--- config.mk ---
export PLATFORM = sky130hd
export DESIGN_NAME = jtcps_snd_mix
export DESIGN_NICKNAME = d
export VERILOG_FILES = /design/src/rtl/jtcps_snd_mix.sv
export SDC_FILE = /design/constraint.sdc
export NUM_CORES = 1
export LEC_CHECK = 0
export ABC_AREA = 1
export BUFFER_PORTS_ARGS = -buffer_cell sky130_fd_sc_hd__buf_2
export CAP_MARGIN = 0
export CORE_MARGIN = 5
export CORE_UTILIZATION = 40
export DETAILED_ROUTE_END_ITERATION = 12
export PLACE_DENSITY = 0.65
export RECOVER_POWER = 100
export SLEW_MARGIN = 20
export SYNTH_ARGS = -nofsm -noshare
export SYNTH_HDL_FRONTEND = slang
export SYNTH_SLANG_ARGS = --single-unit
--- constraint.sdc ---
create_clock -name clk -period 14.8 [get_ports clk]
set_input_delay 0 -clock clk [delete_from_list [all_inputs] [get_ports clk]]
set_output_delay 0 -clock clk [all_outputs]
set_load 0.05 [all_outputs]
--- src/rtl/jtcps_snd_mix.sv ---
// Time-multiplexed N-channel stereo mixer: one multiply-accumulate per clock walks the
// snapshotted channels, then the sums are saturated to signed 16 bits with a clip flag.
module jtcps_snd_mix #(
    parameter int CH = 4,
    parameter int GW = 8
) (
    input  logic                 rst,
    input  logic                 clk,
    input  logic                 sample_in,
    input  logic [CH*16-1:0]     ch_in,
    input  logic [CH-1:0]        ch_en,
    input  logic [CH*GW-1:0]     gain,
    input  logic [CH*2-1:0]      route,
    output logic signed [15:0]   left,
    output logic signed [15:0]   right,
    output logic                 clip,
    output logic                 sample_out,
    output logic                 busy,
    output logic [1:0]           dbg_state
);

    localparam int KW = $clog2(CH);
    localparam int AW = 16 + GW + KW;
    localparam int PW = 17 + GW;
    localparam logic [KW-1:0]        K_LAST = KW'(CH - 1);
    localparam logic signed [AW-1:0] MAX_V  = AW'(32767);
    localparam logic signed [AW-1:0] MIN_V  = AW'(-32768);

    typedef enum logic [1:0] {IDLE = 2'd0, MAC = 2'd1, SAT = 2'd2} state_t;

    state_t                state_q, state_d;
    logic [KW-1:0]         k_q, k_d;
    logic                  pending_q, pending_d;
    logic [CH*16-1:0]      snap_ch_q, snap_ch_d;
    logic [CH-1:0]         snap_en_q, snap_en_d;
    logic [CH*GW-1:0]      snap_gain_q, snap_gain_d;
    logic [CH*2-1:0]       snap_route_q, snap_route_d;
    logic signed [AW-1:0]  acc_l_q, acc_l_d, acc_r_q, acc_r_d;
    logic signed [15:0]    left_q, left_d, right_q, right_d;
    logic                  clip_q, clip_d, so_q, so_d, busy_q, busy_d;
    logic                  start;

    logic signed [15:0]    cur_ch;
    logic [GW-1:0]         cur_gain;
    logic [1:0]            cur_route;
    logic                  cur_en;
    logic signed [PW-1:0]  prod, term;
    logic signed [AW-1:0]  term_ext;
    logic [16:0]           sat_l, sat_r;

    // Clamp to the 16-bit range; bit 16 reports that clamping happened.
    function automatic logic [16:0] sat16(input logic signed [AW-1:0] a);
        if (a > MAX_V)      sat16 = {1'b1, 16'h7FFF};
        else if (a < MIN_V) sat16 = {1'b1, 16'h8000};
        else                sat16 = {1'b0, a[15:0]};
    endfunction

    assign cur_ch    = $signed(snap_ch_q[16*k_q +: 16]);
    assign cur_gain  = snap_gain_q[GW*k_q +: GW];
    assign cur_route = snap_route_q[2*k_q +: 2];
    assign cur_en    = snap_en_q[k_q];
    assign prod      = cur_ch * $signed({1'b0, cur_gain});
    assign term      = prod >>> 4;
    assign term_ext  = AW'(term);
    assign sat_l     = sat16(acc_l_q);
    assign sat_r     = sat16(acc_r_q);

    always_comb begin
        state_d      = state_q;
        k_d          = k_q;
        pending_d    = pending_q;
        snap_ch_d    = snap_ch_q;
        snap_en_d    = snap_en_q;
        snap_gain_d  = snap_gain_q;
        snap_route_d = snap_route_q;
        acc_l_d      = acc_l_q;
        acc_r_d      = acc_r_q;
        left_d       = left_q;
        right_d      = right_q;
        clip_d       = clip_q;
        so_d         = 1'b0;
        busy_d       = busy_q;
        start        = 1'b0;
        case (state_q)
            IDLE: start = sample_in;
            MAC: begin
                // Only one strobe can be queued; later ones are silently dropped.
                if (sample_in) pending_d = 1'b1;
                if (cur_en && cur_route[0]) acc_l_d = acc_l_q + term_ext;
                if (cur_en && cur_route[1]) acc_r_d = acc_r_q + term_ext;
                if (k_q == K_LAST) state_d = SAT;
                else               k_d     = k_q + 1'b1;
            end
            SAT: begin
                left_d  = $signed(sat_l[15:0]);
                right_d = $signed(sat_r[15:0]);
                clip_d  = sat_l[16] | sat_r[16];
                so_d    = 1'b1;
                if (pending_q || sample_in) begin
                    pending_d = 1'b0;
                    start     = 1'b1;
                end else begin
                    state_d = IDLE;
                    busy_d  = 1'b0;
                end
            end
            default: state_d = IDLE;
        endcase
        if (start) begin
            snap_ch_d    = ch_in;
            snap_en_d    = ch_en;
            snap_gain_d  = gain;
            snap_route_d = route;
            acc_l_d      = '0;
            acc_r_d      = '0;
            k_d          = '0;
            state_d      = MAC;
            busy_d       = 1'b1;
        end
    end

    always_ff @(posedge clk or posedge rst) begin
        if (rst) begin
            state_q      <= IDLE;
            k_q          <= '0;
            pending_q    <= 1'b0;
            snap_ch_q    <= '0;
            snap_en_q    <= '0;
            snap_gain_q  <= '0;
            snap_route_q <= '0;
            acc_l_q      <= '0;
            acc_r_q      <= '0;
            left_q       <= '0;
            right_q      <= '0;
            clip_q       <= 1'b0;
            so_q         <= 1'b0;
            busy_q       <= 1'b0;
        end else begin
            state_q      <= state_d;
            k_q          <= k_d;
            pending_q    <= pending_d;
            snap_ch_q    <= snap_ch_d;
            snap_en_q    <= snap_en_d;
            snap_gain_q  <= snap_gain_d;
            snap_route_q <= snap_route_d;
            acc_l_q      <= acc_l_d;
            acc_r_q      <= acc_r_d;
            left_q       <= left_d;
            right_q      <= right_d;
            clip_q       <= clip_d;
            so_q         <= so_d;
            busy_q       <= busy_d;
        end
    end

    assign left       = left_q;
    assign right      = right_q;
    assign clip       = clip_q;
    assign sample_out = so_q;
    assign busy       = busy_q;
    assign dbg_state  = state_q;

endmodule

==> summary.md <==
| Metric | Value |
|---|---|
| RSZ-0062 raised after global routing | `no` |
| Design Area, Final | `18900 um^2` |
| CTS tree | `done` |
| WL final | `45700 um` |
| Share of layout cells above drive strength 1 | `0.0798` |
| CP peak stage delay | `1.94 ns` |
| Commonest non-fill, non-tap cell in the layout | `nand2_1` |
| Syn_nets | `2464` |
| Antenna violations before repair | `0` |
| Relative slew slack | `-2.68` |
| Root buf cell | `clkbuf_16` |
| Global Route Usage Sum | `0.208` |
| Fmax | `101 MHz` |
| Layout Area Growth over Synthesis | `16.3%` |
| Crit-path slowest cell | `clkbuf_1` |
| Rows | `73` |
| Worst-path clk slew | `0.08 ns` |
| GRT busiest layer | `met2` |
| DR pass1 iterations | `6` |
| Post-DP Area | `17300 um^2` |
| Worst Tran Pin Value | `5.49 ns` |
| Antenna-violating nets left | `0` |
| Reg area | `5010 um^2` |
| Min Tclk post-route | `9.94 ns` |
| Largest net degree at the start of global routing | `123` |
| Worst Hold Class | `input pin to register` |
| Fillers | `3888` |
| Post-synth cell types | `53` |
| Number of max-cap violations | `5` |
| Final setup fails | `0` |
| Global-route wire length before repair | `76000 um` |
| Multi-input logic area | `9670 um^2` |
| Die area | `44700 um^2` |
| CORE AREA | `39900 um^2` |
| HPWL after DPL | `34400 um` |
| Clock Latency Late Sink | `0.46 ns` |
| Hold Vio Cnt, Final | `0` |
| Outcome | `complete, but fails checks` |
| I/O pins | `148` |
| DRC violations left | `0` |
| Register area share after synthesis | `0.309` |
| Die height | `211 um` |
| Mapped Avg Cell Area | `7.55 um^2` |
| Via density | `5.07` |
| Post-Synth Simple-Gate Area | `0.246` |
| IO buf count | `147` |
| CP Data Arrival Time | `10.29 ns` |
| Share of the synthesized area in the top cell type | `0.309` |
| Placer congestion estimate | `0.957` |
| Synth Cell Area | `16200 um^2` |
| Yosys warning total | `0` |
| GR Overflow Total | `0` |
| Setup TNS | `0 ns` |
| Die width | `211 um` |
| Post-synthesis mux area share | `0` |
| Leading area contributor after synthesis | `dfrtp_1` |
| Kind of start point of the critical path | `register` |
| Max Buffers Root-to-Sink | `2` |
| Failing checks | `max-capacitance violations, max-slew violations` |
| Syn Inst Count | `2149` |
| Routed via count | `14700` |
| H-tree depth | `4` |
| Ys async rst share | `1.00` |
| GR Util met1 | `0.278` |
| Max FO, Critical Path | `69` |
| Tcrit/Tclk final | `0.672` |
| EDFF count, synth | `0` |
| Fraction of the mapped netlist area in compound gates | `0.126` |
| Vias in the first global route | `14900` |
| WS Path Type | `register to register` |
| Clock sinks | `200` |
| Clock Skew | `0.0218 ns` |
| Fin nets | `2683` |
| Seq cells post-synth | `200` |
| Initial Util | `0.406` |
| Diode count | `0` |
| GR Util met2 | `0.360` |
| Post-Synth Adder-Cell Area | `0.205` |
| Crit-path most repeated cell | `nand2_1` |
| Most frequent cells in the layout | `nand2_1, inv_1, dfrtp_1, nor2_1, o21ai_0` |
| Worst Path Required | `15.15 ns` |
| Iter 0 DRT Violations | `1128` |
| Fin. max-slew vios | `461` |
| TritonCTS Buffers | `17` |
| Top post-synthesis cells by area | `dfrtp_1, nand2_1, fa_1, ha_1, inv_1` |
| Top FF cell, synth | `dfrtp_1` |
| Synth Area in XOR/XNOR | `0.0200` |
| Met3 usage | `0.0295` |
| Worst Setup End Kind | `register` |
| Avg WL per Cell | `15.7 um` |
| Largest family of logic cells by synthesized area | `simple AND/OR/NAND/NOR gates` |
[cell usage after synthesis, types with 17 or more instances]
master and n:
a32oi_2 17, xor2_1 21, ha_1 100, nor2_1 190, o21ai_1 37, dfrtp_1 200
a21oi_1 115, nand2_1 715, inv_1 288, fa_1 104, clkbuf_1 20, o21ai_0 105
nand3_1 53
[state kept, by name, indices dropped and copies added (netlist names)]
register / count
acc_l_q: 26
acc_r_q: 26
busy: 1
clip: 1
dbg_state: 2
k_q: 2
left: 16
pending_q: 1
right: 16
sample_out: 1
snap_ch_q: 64
snap_en_q: 4
snap_gain_q: 32
snap_route_q: 8
[metal layers]
metal  share of wire  up-vias
met5               0        -
met4           0.018        0
met3           0.053       64
met1            0.45     6976
met2            0.48      462
li1                -     7224
[through the flow]
stage | worst slack (ns) | std cells | hold WS, ns | util
finish | 4.86 | 2906 | 0.269 | 0.473
global route | 3.80 | 2906 | 0.289 | 0.473
CTS | 6.54 | 2906 | 0.262 | 0.475
detailed placement | 6.57 | 2764 | 0.197 | 0.433
global placement | 6.75 | 2764 | 0.198 | 0.433
floorplan | 8.50 | 2149 | 0.110 | -
[final cells by class]
cell class / instances / area share
tap: 525 / 0.0348
multi-input combinational: 1583 / 0.512
clock inverter: 14 / 0.00743
clock buffer: 18 / 0.0233
inverter: 306 / 0.0611
timing repair buffer: 260 / 0.0955
sequential: 200 / 0.265
[logic make-up after synthesis]
| family | Yosys count |
|---|---|
| xor gates and xnor gates | 37 |
| DFF | 200 |
| buffers and inverters | 366 |
| adders and majority gates | 204 |
| AOI/OAI and AO/OA | 335 |
| and+or+nand+nor | 1007 |
[path summary, 6_finish.rpt]
kind / from / end / slack (ns) / cells after the start
worst max-delay path: k_q[0] / acc_r_q[25] / 4.86 / 27
worst min-delay path: ch_in[36] / snap_ch_q[36] / 0.27 / 4
worst max register to register: k_q[0] / acc_r_q[25] / 4.86 / 27
worst min register to register: snap_gain_q[15] / snap_gain_q[15] / 0.48 / 2
max in group asynchronous: rst / k_q[0] / 7.32 / 4
min in group asynchronous: rst / left[9] / 1.78 / 3
[worst max-delay path, delay by kind of cell (launching register included)]
family                   cells  cell delay (ns)
buffers and inverters        4             2.58
flip-flops                   1             0.39
adder cells (fa/ha/maj)      6             2.86
AO/OA/AOI/OAI                5             1.74
AND/OR/NAND/NOR             12             2.26
[timing repair]
item                                   CTS  global route
endpoints found under the hold margin  230             0
hold buffers                           110             0
gates resized for setup                  0             0
buffers inserted                         0             0
setup endpoints to repair                0             0
Power is left out: the tool's default activity adds up to more than one toggle a clock period on the data nets, which glitch-free logic cannot reach.
